$ cat config.mk
export PLATFORM = sky130hd
export DESIGN_NAME = div3_bit_serializer
export DESIGN_NICKNAME = d
export VERILOG_FILES = /design/src/rtl/div3_bit_serializer.sv
export SDC_FILE = /design/constraint.sdc
export NUM_CORES = 1
export LEC_CHECK = 0
export ABC_AREA = 0
export CAP_MARGIN = 20
export CORE_MARGIN = 3
export CORE_UTILIZATION = 42
export DETAILED_ROUTE_END_ITERATION = 8
export PLACE_DENSITY = 0.83
export RECOVER_POWER = 50
export SETUP_SLACK_MARGIN = 0.3
export SYNTH_ARGS = -nofsm -noshare
export SYNTH_HDL_FRONTEND = slang
export SYNTH_SLANG_ARGS = --single-unit
$ cat constraint.sdc
create_clock -name clk -period 3.2 [get_ports clk]
set_input_delay 0.48 -clock clk [delete_from_list [all_inputs] [get_ports clk]]
set_output_delay 0.48 -clock clk [all_outputs]
set_load 0.02 [all_outputs]
$ cat src/rtl/div3_bit_serializer.sv
// MSB-first parallel-to-serial transmitter with framing strobes and a running mod-3 remainder.
// Optional remainder tracking is enabled by defining DIV3_SER_CHECK_EN.
module div3_bit_serializer #(
  parameter int W = 8
) (
  input  logic         clk,
  input  logic         rst,
  input  logic [W-1:0] data_in,
  input  logic         load_valid,
  output logic         load_ready,
  input  logic         en,
  output logic         x,
  output logic         x_valid,
  output logic         frame_start,
  output logic         frame_end,
  output logic         done,
  output logic [1:0]   rem,
  output logic         div3
);

  localparam int CW = (W > 1) ? $clog2(W) : 1;
  localparam logic [CW-1:0] LAST_IDX = CW'(W - 1);

  typedef enum logic [1:0] {
    S_IDLE  = 2'd0,
    S_SHIFT = 2'd1,
    S_DONE  = 2'd2
  } state_e;

  state_e         state_q, state_d;
  logic [W-1:0]   shreg_q, shreg_d;
  logic [CW-1:0]  cnt_q, cnt_d;
  logic           in_shift_s;
  logic           load_s;
  logic           step_s;

  assign in_shift_s = (state_q == S_SHIFT);
  assign load_ready = (state_q == S_IDLE) || (state_q == S_DONE);
  assign load_s     = load_ready && load_valid;
  assign step_s     = in_shift_s && en;

  assign x           = in_shift_s & shreg_q[W-1];
  assign x_valid     = step_s;
  assign frame_start = step_s && (cnt_q == {CW{1'b0}});
  assign frame_end   = step_s && (cnt_q == LAST_IDX);
  assign done        = (state_q == S_DONE);

  // Next-state decode for the FSM, shift register and bit counter
  always_comb begin
    state_d = state_q;
    shreg_d = shreg_q;
    cnt_d   = cnt_q;
    case (state_q)
      S_IDLE, S_DONE: begin
        if (load_valid) begin
          state_d = S_SHIFT;
          shreg_d = data_in;
          cnt_d   = {CW{1'b0}};
        end else begin
          state_d = S_IDLE;
        end
      end
      S_SHIFT: begin
        if (en) begin
          shreg_d = {shreg_q[W-2:0], 1'b0};
          cnt_d   = cnt_q + CW'(1);
          if (cnt_q == LAST_IDX) begin
            state_d = S_DONE;
          end else begin
            state_d = S_SHIFT;
          end
        end else begin
          state_d = S_SHIFT;
        end
      end
      default: begin
        state_d = S_IDLE;
      end
    endcase
  end

  // FSM and datapath registers
  always_ff @(posedge clk) begin
    if (rst) begin
      state_q <= S_IDLE;
      shreg_q <= {W{1'b0}};
      cnt_q   <= {CW{1'b0}};
    end else begin
      state_q <= state_d;
      shreg_q <= shreg_d;
      cnt_q   <= cnt_d;
    end
  end

`ifdef DIV3_SER_CHECK_EN
  logic [1:0] rem_q, rem_d;

  // Appending bit b to a value with remainder r gives remainder (2r + b) mod 3
  function automatic logic [1:0] rem_step(input logic [1:0] r, input logic b);
    logic [1:0] res;
    case ({r, b})
      3'b000:  res = 2'd0;
      3'b001:  res = 2'd1;
      3'b010:  res = 2'd2;
      3'b011:  res = 2'd0;
      3'b100:  res = 2'd1;
      3'b101:  res = 2'd2;
      default: res = 2'd0;
    endcase
    return res;
  endfunction

  // Remainder clears on load, advances per shifted bit, otherwise holds
  always_comb begin
    rem_d = rem_q;
    if (load_s) begin
      rem_d = 2'd0;
    end else if (step_s) begin
      rem_d = rem_step(rem_q, shreg_q[W-1]);
    end else begin
      rem_d = rem_q;
    end
  end

  // Remainder register
  always_ff @(posedge clk) begin
    if (rst) begin
      rem_q <= 2'd0;
    end else begin
      rem_q <= rem_d;
    end
  end

  assign rem  = rem_q;
  assign div3 = (rem_q == 2'd0);
`else
  assign rem  = 2'b00;
  assign div3 = 1'b0;
`endif

endmodule

# Yosys cells after proc, flatten, opt, wreduce, memory -nomap -nowiden
# Index checks and enable logic that the tools add are counted.
[op_classes] reduce_logical=9 bitwise=1 muxes=10 eq_ne=5 add_sub_neg=1
[op_table] operator="$mux 8" n=2
[op_table] operator="$pmux 8 s2" n=1
[op_table] operator="$mux 3" n=2
[op_table] operator="$pmux 3 s2" n=1
[op_table] operator="$mux 2" n=2
[op_table] operator="$ne 2x2->1 const B" n=2
[op_table] operator="$pmux 2 s2" n=1
[op_table] operator="$add 3x1->3 const B" n=1
[op_table] operator="$eq 3x3->1 const B" n=1
[op_table] operator="$logic_and 1x1->1" n=3
[op_table] operator="$logic_not 3->1" n=1
[op_table] operator="$reduce_and 3->1" n=1
[op_table] operator="$eq 2x1->1 const B" n=1
[op_table] operator="$eq 2x2->1 const B" n=1
[op_table] operator="$logic_not 2->1" n=1
[op_table] operator="$reduce_bool 2->1" n=1
[op_table] operator="$reduce_or 2->1" n=1
[op_table] operator="$and 1x1->1" n=1
[op_table] operator="$logic_or 1x1->1" n=1
[op_table] operator="$mux 1" n=1
[totals] register_bits=13 output_inout_bits=9

# Longest topological paths before layout
[logic_depth] ltp_word=4 mapped_depth=5 mapped_depth_nobuf=5

# Worst setup path before layout
# No wires, ideal clock.
[synth_path] path_kind="input to output" startpoint="in en" endpoint="out frame_start" path_buffers=0 setup_slack_ns=1.580 arrival_ns=1.140 path_stages=2 required_ns=2.720 cell_sequence="nand3b_4 -> nor3b_1"
[synth_via] elab_chain_len=2
[synth_rtl] item="start, declared" line="11" rtl="input logic en,"
[synth_rtl] item="$logic_and 1x1->1" line="40" rtl="assign step_s = in_shift_s && en;"
[synth_rtl] item="$logic_and 1x1->1" line="44" rtl="assign frame_start = step_s && (cnt_q == {CW{1'b0}});"
[synth_rtl] item="end, declared" line="14" rtl="output logic frame_start,"
# No other way between the ends.

# Final worst setup path
[layout_path] startpoint="in en" endpoint="out x_valid"
[layout_via] elab_chain_len=1
[layout_rtl] item="$logic_and 1x1->1" line="40"
[layout_rtl] item="end, declared" line="13" rtl="output logic x_valid,"
# No other way between the ends.

==> flow_metrics.py <==
metrics = {
    "power_and_ir_drop": {
        "p_switching_w": 0.0000947,
        "sw_frac_of_total": 0.269,
        "pwr-share-seq": 0.516,
        "peakVddDrop_v": 0.000373,
        "internal-power_w": 0.000257,
        "p_leak_nw": 0.345,
        "powerDensity_nw_per_um2": 419,
        "clkPwrFrac": 0.278,
        "p_comb_frac": 0.205,
    },
    "timing": {
        "min_period_ps": 2680,
        "tightest_slew_ps": 632,
        "fin_tns_setup_ps": 0,
        "drv_slew": 0,
        "finalSetupViolations": 0,
        "min_period_over_period": 0.838,
        "clock_skew_ps": 5.92,
        "max-slew-margin-rel": 0.578,
        "max_freq_mhz": 373,
        "worst_slack_ps": 520,
        "finalHoldViolCount": 0,
        "grt_setup_unrepaired": "no",
    },
    "route": {
        "wl_um": 1260,
        "wl_met2_um": 545,
        "wl_met3_um": 73,
        "drc": 0,
        "top_layer": "met3",
        "drt-wirelength-per-cell_um": 11.9,
        "drt_iter0_drc": 7,
        "post_drt_via_cell_ratio": 5.08,
        "met1_length_um": 643,
        "dr.pass1.iters": 4,
        "drtAntennaViolNets": 0,
        "vias": 538,
    },
    "synth": {
        "ys_types": 27,
        "mappedNetlistArea_um2": 691,
        "ys_seq_area_frac": 0.377,
        "synth_area_leaders": "dfxtp_1 38%, mux2i_1 10%, a211oi_1 7.6%, nor3_1 5.8%, ha_1 5.4%",
        "ys_ff_latch": 13,
        "ys_warn_count": 0,
        "synth_top_cell_by_area": "dfxtp_1",
        "synth_top_area_frac": 0.377,
        "netlist_instances": 74,
        "synth_area_per_cell_um2": 9.33,
    },
    "floorplan": {
        "fp.dieArea_um2": 2170,
        "fp.coreArea_um2": 1520,
        "ios": 21,
        "die_y_um": 46.6,
        "start_util": 0.453,
        "die_w_um": 46.6,
        "rows": 14,
    },
    "worst_setup_path": {
        "cp_max_fo": 10,
        "arrival_ps": 2200,
        "startpoint_type": "input pin",
        "cp-end-kind": "primary output",
        "worstSetupPathType": "input pin to primary output",
        "critPathRequiredTime_ps": 2720,
    },
    "grt": {
        "gr-usage-all-layers": 0.125,
        "antenna_found_initial": 0,
        "grt_max_degree": 15,
        "grt_overflow": 0,
        "grt_pass1_vias": 429,
        "grt_pass1_wl_um": 1970,
    },
    "clocking": {
        "cts_tree": "yes",
        "ctsLongestPathBuffers": 2,
        "cts_root_buffer": "clkbuf_4",
        "clk_latency_ps": 270,
        "htreeDepth": 1,
        "path_clk_slew_ps": 70,
        "cts_setup_buffers": 0,
        "cts_hold_buf": 0,
        "numCtsBuffers": 3,
        "cts_resized": 0,
        "cts_sinks": 13,
    },
    "layout": {
        "fin_util": 0.551,
        "area_growth_pct": 21.6,
        "final_cell_area_um2": 840,
        "layout-drive-gt1-share": 0.0667,
        "num_antenna_cells": 0,
        "nNetsFinal": 106,
    },
    "job": {
        "max-cap-violations": 0,
    },
    "placed_design": {
        "place_congestion": 0.702,
        "place_ws_ps": 706,
        "dpl_cell_area_um2": 826,
        "port_buffers": 17,
        "dp_hpwl_um": 929,
    },
    "min_path": {
        "hold_class": "flip-flop to flip-flop",
    },
    "run_status": {
        "status": "finished clean",
    },
}
power by group through the flow:
stage	Clock (W)	Combinational, W	Sequential (W)
global placement	0	0.0000720	0.000186
floorplan	0	0.0000591	0.000182
CTS	0.000102	0.0000743	0.000182
detailed placement	0	0.0000738	0.000186
finish	0.0000979	0.0000723	0.000182
global route	0.000108	0.0000789	0.000184
layer usage:
| metal | track usage | vias to the layer above |
|---|---|---|
| li1 | - | 287 |
| met1 | 0.193 | 237 |
| met2 | 0.162 | 14 |
| met3 | 0.0469 | 0 |
| met4 | 0.0170 | 0 |
| met5 | 0 | - |
worst max-delay path, cell delays in order:
cell and delay, ps:
clkdlybuf4s50_1 480, nand3b_1 240, clkinvlp_2 340, clkdlybuf4s50_1 660
path summary, 6_finish.rpt:
check | start | endpoint | slack (ps) | depth (start not counted)
worst max register to register | state_q[0] | shreg_q[7] | 1620 | 4
worst min-delay path | shreg_q[0] | shreg_q[0] | 480 | 2
worst min register to register | shreg_q[0] | shreg_q[0] | 480 | 2
worst max-delay path | en | x_valid | 520 | 4
logic make-up after synthesis:
kind of cell | after synthesis | share of synthesized area
adder cells (fa/ha/maj) | 3 | 0.0544
AND/OR/NAND/NOR | 26 | 0.225
flip-flops | 13 | 0.377
AO/OA/AOI/OAI | 12 | 0.118
buffers and inverters | 12 | 0.120
multiplexers | 7 | 0.101
other | 1 | 0.00543
stage by stage:
| step | hold slack, ps | power, W | instances |
|---|---|---|---|
| floorplan | 443 | 0.000241 | 76 |
| global placement | 481 | 0.000258 | 102 |
| detailed placement | 468 | 0.000260 | 102 |
| CTS | 479 | 0.000358 | 106 |
| global route | 505 | 0.000371 | 106 |
| finish | 478 | 0.000352 | 106 |
synth_stat cells, drive strengths merged:
| cell type | n |
|---|---|
| buf | 6 |
| nand3b | 1 |
| or3 | 1 |
| o31ai | 1 |
| ha | 3 |
| nor2b | 1 |
| or2b | 1 |
| mux2i | 7 |
| inv | 4 |
| nor3b | 1 |
| nand2b | 1 |
| a31oi | 1 |
| clkinv | 1 |
| conb | 1 |
| and3 | 1 |
| dfxtp | 13 |
| clkbuf | 1 |
| a211oi | 7 |
| nor3 | 8 |
| nand3 | 3 |
| nand2 | 5 |
| a21oi | 3 |
| nor2 | 3 |
cell type report:
| type | count | area, um^2 |
|---|---|---|
| inverter | 5 | 20.0 |
| sequential | 13 | 260 |
| multi-input combinational | 51 | 343 |
| tap | 16 | 20.0 |
| fill | 152 | 684 |
| clock buffer | 4 | 26.3 |
| timing repair buffer | 17 | 170 |
sequential cells by signal, summed over array words and instances (netlist names):
register / count
cnt_q: 3
state_q: 2
shreg_q: 8
layout by cell type (no fill, tap or decap), drive strengths merged:
cell type      netlist  routed
or2b                 1       1
a31oi                1       1
nand3                3       3
a211oi               7       7
inv                  4       4
dfxtp               13      13
and3                 1       1
nor2                 3       3
or3                  1       1
clkdlybuf4s50        0      15
nor2b                1       1
clkbuf               1       4
clkinvlp             0       1
nand3b               1       1
a21oi                3       3
o31ai                1       1
conb                 1       3
mux2i                7       7
nand2                5       5
nand2b               1       1
nor3                 8       8
nor3b                1       1
dlygate4sd3          0       2
ha                   3       3
Note: power is estimated with default switching activity, not from simulation.
